## config.mk

```make
export PLATFORM = sky130hd
export DESIGN_NAME = xbar_cfg_loader
export DESIGN_NICKNAME = d
export VERILOG_FILES = /design/src/rtl/xbar_cfg_pkg.sv /design/src/rtl/xbar_cfg_loader.sv
export SDC_FILE = /design/constraint.sdc
export NUM_CORES = 1
export LEC_CHECK = 0
export ABC_AREA = 0
export CAP_MARGIN = 5
export CORE_ASPECT_RATIO = 0.7
export CORE_MARGIN = 2
export CORE_UTILIZATION = 51
export DETAILED_ROUTE_END_ITERATION = 8
export PLACE_DENSITY = 0.74
export SLEW_MARGIN = 30
export SYNTH_ARGS = -nofsm -noshare
export SYNTH_HDL_FRONTEND = slang
export SYNTH_SLANG_ARGS = --single-unit
```

## constraint.sdc

```tcl
create_clock -name clk -period 1.9 [get_ports clk]
set_input_delay 0.38 -clock clk [delete_from_list [all_inputs] [get_ports clk]]
set_output_delay 0.38 -clock clk [all_outputs]
set_load 0.005 [all_outputs]
```

## src/rtl/xbar_cfg_pkg.sv

```systemverilog
// rtl/xbar_cfg_pkg.sv - shared crossbar geometry, loader widths and loader state encoding
package xbar_cfg_pkg;

    localparam int XBAR_OUTPUTS = 60;
    localparam int XBAR_SEL_W   = 6;
    localparam int XBAR_INPUTS  = 1 << XBAR_SEL_W;

    localparam int CFG_W  = XBAR_OUTPUTS * XBAR_SEL_W;
    localparam int WORD_W = 32;
    localparam int NWORDS = (CFG_W + WORD_W - 1) / WORD_W;
    localparam int CNT_W  = $clog2(NWORDS);

    typedef enum logic [1:0] {
        IDLE   = 2'd0,
        LOAD   = 2'd1,
        COMMIT = 2'd2
    } state_t;

endpackage

```

## src/rtl/xbar_cfg_loader.sv

```systemverilog
// rtl/xbar_cfg_loader.sv - staged, atomically committed crossbar config loader (parity check: XBAR_CFG_PARITY_EN)
module xbar_cfg_loader
    import xbar_cfg_pkg::*;
(
    input  logic              clk,
    input  logic              reset,
    input  logic              io_cfg_start,
    input  logic              io_cfg_in_valid,
    output logic              io_cfg_in_ready,
    input  logic [WORD_W-1:0] io_cfg_in_bits,
    input  logic              io_cfg_in_parity,
    output logic              io_busy,
    output logic              io_cfg_done,
    output logic              io_cfg_err,
    output logic [CFG_W-1:0]  io_mux_configs
);

    state_t             state_q, state_d;
    logic [CNT_W-1:0]   count_q, count_d;
    logic [CFG_W-1:0]   staging_q, staging_d;
    logic [CFG_W-1:0]   active_q;
    logic               err_q, err_d;
    logic               accept;
    logic               last_word;
    logic               commit_ok;

    always_ff @(posedge clk or negedge reset) begin
        if (!reset) begin
            state_q <= IDLE;
        end else begin
            state_q <= state_d;
        end
    end

    // start has priority over a word presented in the same cycle
    always_comb begin
        state_d         = state_q;
        count_d         = count_q;
        io_cfg_in_ready = 1'b0;
        accept          = 1'b0;
        last_word       = 1'b0;
        case (state_q)
            IDLE: begin
                if (io_cfg_start) begin
                    state_d = LOAD;
                    count_d = '0;
                end
            end
            LOAD: begin
                io_cfg_in_ready = !io_cfg_start;
                accept          = io_cfg_in_valid && !io_cfg_start;
                if (io_cfg_start) begin
                    count_d = '0;
                end else if (accept) begin
                    if (count_q == CNT_W'(NWORDS - 1)) begin
                        last_word = 1'b1;
                        state_d   = COMMIT;
                        count_d   = '0;
                    end else begin
                        count_d = count_q + 1'b1;
                    end
                end
            end
            COMMIT: begin
                state_d = IDLE;
            end
            default: begin
                state_d = IDLE;
            end
        endcase
    end

    // bits of the final word beyond CFG_W have no home and simply fall away
    always_comb begin
        staging_d = staging_q;
        for (int i = 0; i < CFG_W; i++) begin
            if (CNT_W'(i / WORD_W) == count_q) begin
                staging_d[i] = io_cfg_in_bits[i % WORD_W];
            end
        end
    end

`ifdef XBAR_CFG_PARITY_EN
    logic word_err;
    assign word_err = accept && (^{io_cfg_in_bits, io_cfg_in_parity});

    always_comb begin
        err_d = err_q;
        if (io_cfg_start && (state_q != COMMIT)) begin
            err_d = 1'b0;
        end
        if (word_err) begin
            err_d = 1'b1;
        end
    end
`else
    logic unused_parity;
    assign unused_parity = io_cfg_in_parity;
    assign err_d         = 1'b0;
`endif

    // active is loaded on the edge into COMMIT so the new image coincides with done
    assign commit_ok = last_word && !err_d;

    always_ff @(posedge clk or negedge reset) begin
        if (!reset) begin
            count_q   <= '0;
            staging_q <= '0;
            active_q  <= '0;
            err_q     <= 1'b0;
        end else begin
            count_q <= count_d;
            err_q   <= err_d;
            if (accept) begin
                staging_q <= staging_d;
            end
            if (commit_ok) begin
                active_q <= staging_d;
            end
        end
    end

    assign io_busy        = (state_q != IDLE);
    assign io_cfg_done    = (state_q == COMMIT);
    assign io_cfg_err     = err_q;
    assign io_mux_configs = active_q;

endmodule

```

* Yosys cells after proc, flatten, opt, wreduce, memory -nomap -nowiden
Cells that the tools add are included.
** Storage, ports and cells
- Register bits :: 726
- Output and inout port bits :: 364
** Operators by class
- $add $sub $neg :: 1
- Eq/ne operators :: 19
- Multiplexer cells :: 376
- Reduce and logical (&&, ||, !) cells :: 8
** Operator list (number)
- two-way mux 1 bit :: 366
- == test 3 x 4 -> 1 bit, first input constant :: 4
- == test 4 bit, first input constant :: 4
- two-way mux 4 bit :: 4
- == test 2 x 4 -> 1 bit, first input constant :: 2
- two-way mux 2 bit :: 4
- != test 2 bit, second input constant :: 4
- one-hot mux 4 bit (2 select lines) :: 1
- adder 4 x 1 -> 4 bit, second input constant :: 1
- == test 1 x 4 -> 1 bit, first input constant :: 1
- == test 4 bit, second input constant :: 1
- logical NOT 4 bit :: 1
- one-hot mux 2 bit (2 select lines) :: 1
- AND reduction 4 bit :: 1
- nonzero test 2 bit :: 2
- != test 3 bit, second input constant :: 1
- AND reduction 3 bit :: 1
- == test 2 x 1 -> 1 bit, second input constant :: 1
- == test 2 bit, second input constant :: 1
- logical NOT 2 bit :: 1
- logical AND 1 bit :: 1
- logical NOT 1 bit :: 1

* Longest topological paths before layout
Gate-level depths: netlist (run 1).
- Depth after elaboration :: 5
- Mapped depth :: 7
- Depth with buffers taken out :: 5

* Worst setup path before layout (run 1)
OpenSTA, ideal clock, no wires.
- Kind :: reg2reg
- Start :: reg count_q[0]
- End :: reg active_q[2], in the netlist io_mux_configs[2]
- Setup time :: 0.125 ns
- Arrival time :: 1.965 ns
- Data required time :: 1.775 ns
- Slack :: -0.189 ns
- Cell stages (with the launch flop) :: 7
- Clock period less this slack :: 2.089 ns
- Cells stage by stage :: dfrtp_1 > inv_1 > ha_1 > nor3b_2 > buf_2 > mux2_2 > mux2_2
** On the way
- Word-level cells in the longest chain between the ends :: 5
- Elaborated cells on any way between the ends :: 7
- Those cells by class :: 1 x eq/ne; 5 x mux; 1 x reduce/logical
** RTL lines
- start, declared :: line xbar_cfg_loader.sv:19 : logic [CNT_W-1:0] count_q, count_d;
- start signal, assigned :: line xbar_cfg_loader.sv:112 : count_q <= count_d;
- == test 4 bit :: line xbar_cfg_loader.sv:55 : if (count_q == CNT_W'(NWORDS - 1)) begin
- two-way mux 1 bit :: line xbar_cfg_loader.sv:55
- two-way mux 1 bit :: line xbar_cfg_loader.sv:54 : end else if (accept) begin
- two-way mux 1 bit :: line xbar_cfg_loader.sv:52 : if (io_cfg_start) begin
- two-way mux 1 bit :: line xbar_cfg_loader.sv:42 : case (state_q)
- end signal, assigned :: line xbar_cfg_loader.sv:118 : active_q <= staging_d;
- end, declared :: line xbar_cfg_loader.sv:21 : logic [CFG_W-1:0] active_q;
Several ways; a longest one is shown, not always the timed one.
A chain may end at the register's enable or synchronous reset.

* Worst setup path in the final report (run 1)
- Start :: reg count_q[1]
- End :: reg active_q[107], in the netlist io_mux_configs[107]
Same word-level chain as after synthesis.

==> out/metrics.csv, run 1 <==
metric;value;unit
place.port_buffers;398;
crit_path_end;io_mux_configs[107];
dp.cells;3281;
yosysSeqAreaShare;53.8;%
regToRegSetupSlack;-0.22;ns
min_path_type;in -> async;
synthesis.area;33400;sq um
drive_gt1_share;58.7;%
async_reset_ff_share;100;%
leakagePower;28.1;nW
period_needed;2.12;ns
drt_first_iter_violations;1404;
p_per_area;815;nW/um^2
cp_slowest_cell;dfrtp_2;
wl;101000;microns
cp.arrival;2.62;ns
grt_most_used_layer;met2;
synth_edf_count;0;
dieWidth;310;microns
nets;2758;
yosys_most_used_dff;dfrtp_1;
place.gp.congestion;0.787;
fin_ws;-0.220;ns
synthMuxAreaShare;40.6;%
rsz0062_at_grt;true;
fin_skew;0.0167;ns
start_kind;register;
die-area;67600;sq um
io_pins;401;
final_util;72.0;%
yosysUniqueCellTypes;32;
vias;20200;
cpPeakStageDelay;0.45;ns
layout.cells.non_filler;3656;
dp.final_hpwl;54700;microns
r2r_end;io_mux_configs[107];
r2r_start;count_q[1];
ys_ff_latch;718;
drc;0;
dpl_worst_slack;-0.500;ns
grtUsageTotal;25.8;%
drtAntennaViolNets;0;
core.rowCount;78;
num-fill-cells;3927;
finalHoldViolations;0;
cts_buffer_depth;3;
slew_viol_final;0;
yosysTopAreaCell;dfrtp_1;
numClockSinks;718;
most-common-layout-cells;dfrtp_1, mux2_4, mux2_2;
crit_fanout;8;
drtPass1Iterations;5;
grt_util_met3;3.84;%
area_growth;39.6;%
grt_use_met2;40.5;%
ctsHtreeMaxLevel;3;
via_per_inst;5.54;
grt_pass1_vias;20400;
ir_drop;602;uV
synth.area.top_cells;dfrtp_1, mux2_2, mux2_4;
grt_antenna_before_repair;3;
syn_avg_cell_area;16.6;sq um
cts-root-buf;clkbuf_16;
start_util;51.5;%
slew_headroom;62.0;%
synth_xor_area_share;0;%
fmaxAchievable;0.472;GHz
critPathLaunch;count_q[1];
die_h;218;microns
synth-compound-area-share;0.157;%
reg2reg_depth;7;
fin_crit_sh;112;%
synthAdderAreaFrac;0.150;%
fin_hold_ws;0.280;ns
coreArea;64800;sq um
synth_top_family_by_area;multiplexers;
insertion_delay;0.63;ns
wl_per_cell;27.6;microns
netlist_instances;2012;
required;2.40;ns
grt_first_pass_wirelength;131000;microns
tightest_slew;0.571;ns
use_met1;37.7;%
final_common_cell;dfrtp_1;
path_cells;ha_4, nand3b_1, nor2b_4, buf_6, buf_12, clkbuf_16, mux2_4;
violations;setup timing;
synth_warnings;0;
synth.net_count;2053;
cts_made_buffers;73;
cts_tree;done;
setup_viol;585;
p_total;0.0380;W
synth_top_area_share;53.8;%
end_kind;register;
yosys.area_share.simple;1.00;%
status;complete, but fails checks;
grt-ovfl-total;0;
path_clk_slew;0.06;ns
maxCapViolCount;0;
grt_max_degree;71;
critPathKind;reg -> reg;
==> critical path, delay by kind of cell (launching register included) <==
family / cells / cell delay (ns)
adders and majority gates: 1 / 0.19
buffers and inverters: 3 / 0.56
DFF: 1 / 0.45
muxes: 1 / 0.31
and+or+nand+nor: 2 / 0.48
==> cell usage after synthesis (all sizes together), types with 3 or more instances <==
cell / instances
mux2: 1064
dfrtp: 718
buf: 105
clkbuf: 72
nand3b: 8
inv: 6
nand2: 6
nor3b: 5
ha: 4
nand4b: 4
nand4: 3
o21ai: 3
==> flip-flops by register name, summed over array words and instances (netlist names) <==
signal,count
io_mux_configs,360
staging_q,352
state_q,2
count_q,4
==> per-stage QoR <==
step	area [sq um]	TNS, ns
after CTS	42800	-33.40
after global routing	46600	-81.08
after detailed placement	39500	-278.43
after global placement	39500	-272.16
final	46600	-66.95
after floorplan	33700	-5.51
==> how the worst min path moves through the flow <==
| stage | start | end | slack [ns] | cells past startpoint |
|---|---|---|---|---|
| floorplan | reset | count_q[0] | 0.08 | 0 |
| global placement | reset | io_mux_configs[51] | 0.32 | 1 |
| detailed placement | reset | io_mux_configs[50] | 0.32 | 1 |
| CTS | reset | io_mux_configs[50] | 0.27 | 2 |
| global route | reset | io_mux_configs[50] | 0.27 | 2 |
| finish | reset | io_mux_configs[50] | 0.28 | 2 |
==> timing repair <==
item,CTS,global route
buffers inserted,15,159
hold endpoints to repair,12,0
hold buffers,1,0
pin swaps,2,6
resized for setup,109,478
cloned,9,59
setup endpoints to repair,800,895
==> per-layer routing <==
layer | up-vias | part of all wire [%] | wire length, microns
met3 | 151 | 4.9 | 4950
met4 | 0 | 2.4 | 2450
li1 | 8624 | - | -
met5 | - | 0 | 0
met2 | 576 | 47 | 47700
met1 | 10900 | 45 | 45800
==> cell type report <==
| class | instances | area (sq um) | area share, % |
|---|---|---|---|
| inverters | 6 | 27.5 | 0.0590 |
| repair buffers | 807 | 10100 | 21.6 |
| clock inverters | 37 | 500 | 1.07 |
| multi-input cells | 1111 | 14900 | 31.9 |
| clock buffers | 96 | 2080 | 4.45 |
| diodes | 1 | 2.50 | 0.00536 |
| well taps | 880 | 1100 | 2.36 |
| flip-flops and latches | 718 | 18000 | 38.5 |
==> power by group <==
part / leakage (nW) / switching, W / internal (W)
clock network: 1.27 / 0.00636 / 0.00914
logic: 17.0 / 0.00206 / 0.00327
registers: 9.79 / 0.000685 / 0.0165
==> logic make-up (layout without fill, tap and decap cells) <==
| family | count (synthesis) | in the layout |
|---|---|---|
| other cells | 1 | 2 |
| compound gates | 8 | 8 |
| mux | 1065 | 1065 |
| fa+ha+maj | 4 | 4 |
| simple gates | 33 | 33 |
| flops | 718 | 718 |
| buf+inv | 183 | 946 |
Note: power is estimated with default switching activity, not from simulation.
==> run 2, diff against run 1 <==
--- a/config.mk
+++ b/config.mk
@@ -9,9 +9,11 @@
 export CAP_MARGIN = 5
 export CORE_ASPECT_RATIO = 0.7
 export CORE_MARGIN = 2
-export CORE_UTILIZATION = 51
+export CORE_UTILIZATION = 52
+export CTS_BUF_LIST = sky130_fd_sc_hd__clkbuf_8
 export DETAILED_ROUTE_END_ITERATION = 8
-export PLACE_DENSITY = 0.74
+export PLACE_DENSITY = 0.78
+export SKIP_CTS_REPAIR_TIMING = 1
 export SLEW_MARGIN = 30
 export SYNTH_ARGS = -nofsm -noshare
 export SYNTH_HDL_FRONTEND = slang
==> out/metrics.csv, run 2 (synthesized netlist as in run 1, its figures left out) <==
metric;value;unit
nets;2872;
critPathKind;reg -> reg;
wl;107000;microns
leakagePower;30.5;nW
drive_gt1_share;60.1;%
ir_drop;490;uV
slew_viol_final;0;
antenna_cells;0;
area_growth;43.7;%
drt_first_iter_violations;1379;
drtAntennaViolNets;0;
place_area;39600;sq um
crit_fanout;6;
via_per_inst;5.64;
fin_tns_setup;-69.08;ns
regToRegSetupSlack;-0.25;ns
path_delay_family;multiplexers;
end_kind;register;
cts_tree;done;
place.gp.congestion;0.834;
grt-ovfl-total;0;
cts_buffer_depth;3;
io_pins;401;
path_cells;buf_6, ha_4, nand3b_1, buf_6, clkbuf_16, mux2_2, mux2_4;
required;2.50;ns
core.rowCount;77;
cp.arrival;2.75;ns
drc;0;
p_int;0.0271;W
setup_viol;550;
cts-root-buf;clkbuf_8;
period_needed;2.15;ns
status;complete, but fails checks;
cp_common_cell;buf_6;
p_switching;0.00934;W
fin_ws;-0.250;ns
fmaxAchievable;0.465;GHz
dp.final_hpwl;56200;microns
grtUsageTotal;25.0;%
cts_made_buffers;109;
place.port_buffers;398;
rsz0062_at_grt;true;
path_buf_inv;3;
grt_antenna_before_repair;3;
power_frac_comb;15.4;%
start_kind;register;
vias;21100;
p_per_area;758;nW/um^2
fin_crit_sh;113;%
die-area;66300;sq um
finalHoldViolations;0;
coreArea;63300;sq um
most-common-layout-cells;dfrtp_1, mux2_4, dlymetal6s2s_1;
die_h;216;microns
drtPass1Iterations;6;
wl_per_cell;28.6;microns
pwr-share-clk;37.2;%
insertion_delay;0.72;ns
grt_first_pass_wirelength;127000;microns
swShare;25.7;%
final_common_cell;dfrtp_1;
cpPeakStageDelay;0.48;ns
postLayoutCellArea;48000;sq um
fin_skew;0.0303;ns
min_path_type;in -> async;
path_clk_slew;0.07;ns
dieWidth;307;microns
largest_reg_flops;360;
cp_slowest_cell;dfrtp_2;
p_seq_share;47.4;%
maxCapViolCount;0;
violations;setup timing;
grt_pass1_vias;20700;
grt_max_degree;58;
numClockSinks;718;
start_util;52.8;%
ctsHtreeMaxLevel;3;
## run 2: metrics by stage
step	utilization [%]	hold WS, ns	instances	total power [W]	setup WS [ns]
after floorplan	-	0.0844	2012	0.0201	-0.0462
after global placement	62.6	0.332	3251	0.0215	-0.631
after detailed placement	62.6	0.333	3251	0.0217	-0.646
after CTS	66.3	-0.443	3447	0.0350	-0.828
after global routing	75.8	0.182	3745	0.0376	-0.287
final	75.8	0.193	3745	0.0364	-0.250
## run 2: layout make-up
| class | count | area (sq um) |
|---|---|---|
| clock buffer | 142 | 1950 |
| clock inverter | 54 | 344 |
| fill | 3377 | 15300 |
| inverter | 6 | 27.5 |
| multi-input combinational | 1111 | 15300 |
| sequential | 718 | 18000 |
| tap | 829 | 1040 |
| timing repair buffer | 885 | 11400 |
## run 2: routing by layer
layer	global-route usage (%)	vias to the layer above	part of all wire, %
met5	0	-	0.019
met4	6.94	2	3.5
met3	5.22	230	6.0
met2	39.6	800	48
met1	35.2	11300	42
li1	-	8824	-
## run 2: path summary, 6_finish.rpt
kind                                 from             endpoint  depth (start not counted)
max reg2reg                    count_q[0]  io_mux_configs[288]                          7
max                            count_q[0]  io_mux_configs[288]                          7
min                                 reset   io_mux_configs[51]                          2
min reg2reg                staging_q[268]       staging_q[268]                          1
min in group clk             io_cfg_start           state_q[0]                          4
max in group asynchronous           reset  io_mux_configs[138]                          4
## run 2: power groups by stage
stage | Sequential (W) | Combinational [W] | Clock, W
after floorplan | 0.0172 | 0.00297 | 0
after global placement | 0.0173 | 0.00422 | 0
after detailed placement | 0.0174 | 0.00436 | 0
after CTS | 0.0171 | 0.00439 | 0.0135
after global routing | 0.0174 | 0.00589 | 0.0144
final | 0.0173 | 0.00560 | 0.0135
## run 2: worst register-to-register path: stages (launching register included)
cell and delay, ns:
dfrtp_2 0.48, buf_6 0.15, ha_4 0.17, nand3b_1 0.23, buf_6 0.21, clkbuf_16 0.20, mux2_2 0.35, mux2_4 0.26
==> run 3, diff against run 2 <==
--- a/config.mk
+++ b/config.mk
@@ -12,6 +12,7 @@
 export CORE_UTILIZATION = 52
 export CTS_BUF_LIST = sky130_fd_sc_hd__clkbuf_8
 export DETAILED_ROUTE_END_ITERATION = 8
+export MAX_ROUTING_LAYER = met4
 export PLACE_DENSITY = 0.78
 export SKIP_CTS_REPAIR_TIMING = 1
 export SLEW_MARGIN = 30
==> out/metrics.csv, run 3 (synthesized netlist as in run 1, its figures left out) <==
metric;value;unit
status;complete, but fails checks;
violations;setup timing;
maxCapViolCount;0;
numClockSinks;718;
largest_reg_flops;360;
drt_first_iter_violations;1317;
final_util;74.9;%
path_clk_slew;0.07;ns
fmaxAchievable;0.475;GHz
rsz0062_at_grt;true;
ctsHtreeMaxLevel;3;
grt_first_pass_wirelength;127000;microns
required;2.49;ns
grt_max_degree;58;
fin_skew;0.0341;ns
grt-ovfl-total;0;
finalHoldViolations;0;
min_path_type;in -> async;
slew_viol_final;0;
cts_buffer_depth;3;
dp.final_hpwl;56200;microns
die_h;216;microns
cts_tree;done;
wl_per_cell;27.5;microns
most-common-layout-cells;dfrtp_1, mux2_4, mux2_2;
final_common_cell;dfrtp_1;
drc;0;
cp_slowest_cell;dfrtp_2;
cts_made_buffers;109;
critPathKind;reg -> reg;
grt_antenna_before_repair;2;
period_needed;2.11;ns
setup_viol;493;
ir_drop;483;uV
antenna_cells;0;
fin_tns_setup;-63.47;ns
cp.arrival;2.70;ns
vias;20700;
coreArea;63300;sq um
start_util;52.8;%
io_pins;401;
end_kind;register;
cts-root-buf;clkbuf_8;
cpPeakStageDelay;0.43;ns
dieWidth;307;microns
crit_fanout;8;
path_cells;buf_6, ha_4, nand3b_1, nor2b_4, buf_8, buf_12, buf_6, buf_12, mux2_4;
start_kind;register;
p_total;0.0359;W
die-area;66300;sq um
insertion_delay;0.72;ns
p_per_area;757;nW/um^2
via_per_inst;5.57;
drtAntennaViolNets;0;
area_growth;41.8;%
place.gp.congestion;0.847;
drtPass1Iterations;8;
grt_pass1_vias;20700;
leakagePower;30.0;nW
nets;2853;
core.rowCount;77;
wl;102000;microns
grtUsageTotal;25.8;%
place.port_buffers;398;
drive_gt1_share;58.8;%
fin_crit_sh;111;%
fin_ws;-0.206;ns
-- run 3: layout make-up --
type                            count  area (sq um)
Tap cell                          829          1040
Timing Repair Buffer              866         11000
Clock buffer                      142          1950
Fill cell                        3473         15900
Multi-Input combinational cell   1111         15000
Sequential cell                   718         18000
Inverter                            6          27.5
Clock inverter                     54           344
-- run 3: worst paths after layout --
path	startpoint	to	slack [ns]	cells past startpoint
worst max register to register	count_q[0]	io_mux_configs[95]	-0.21	9
worst min register to register	staging_q[15]	staging_q[15]	0.49	1
max in group asynchronous	reset	staging_q[137]	0.83	4
min in group clk	io_cfg_start	state_q[0]	0.42	4
worst max-delay path	count_q[0]	io_mux_configs[95]	-0.21	9
worst min-delay path	reset	io_mux_configs[51]	0.18	2
-- run 3: worst max-delay path, delay by kind of cell, from the launching register on --
kind | cells | cell delay, ns
simple gates | 2 | 0.40
flops | 1 | 0.43
fa+ha+maj | 1 | 0.14
mux | 1 | 0.31
buf+inv | 5 | 0.69
-- run 3: per-layer routing --
metal	part of all wire [%]	up-vias	GRT usage, %
met2	49	701	39.5
met5	0	-	-
li1	-	8768	-
met1	43	11100	35.5
met3	5.3	159	5.01
met4	2.3	0	6.94
-- run 3: per-stage QoR --
step | instances | setup WS [ns] | hold WS [ns] | cell area [sq um]
after global placement | 3251 | -0.631 | 0.332 | 39600
after floorplan | 2012 | -0.0462 | 0.0844 | 33700
after CTS | 3447 | -0.828 | -0.443 | 41900
after global routing | 3726 | -0.239 | 0.183 | 47400
after detailed placement | 3251 | -0.646 | 0.333 | 39600
final | 3726 | -0.206 | 0.183 | 47400
-- run 3: report_power, final --
group | internal [W] | switching, W
logic | 0.00317 | 0.00207
registers | 0.0165 | 0.000706
clock network | 0.00711 | 0.00634
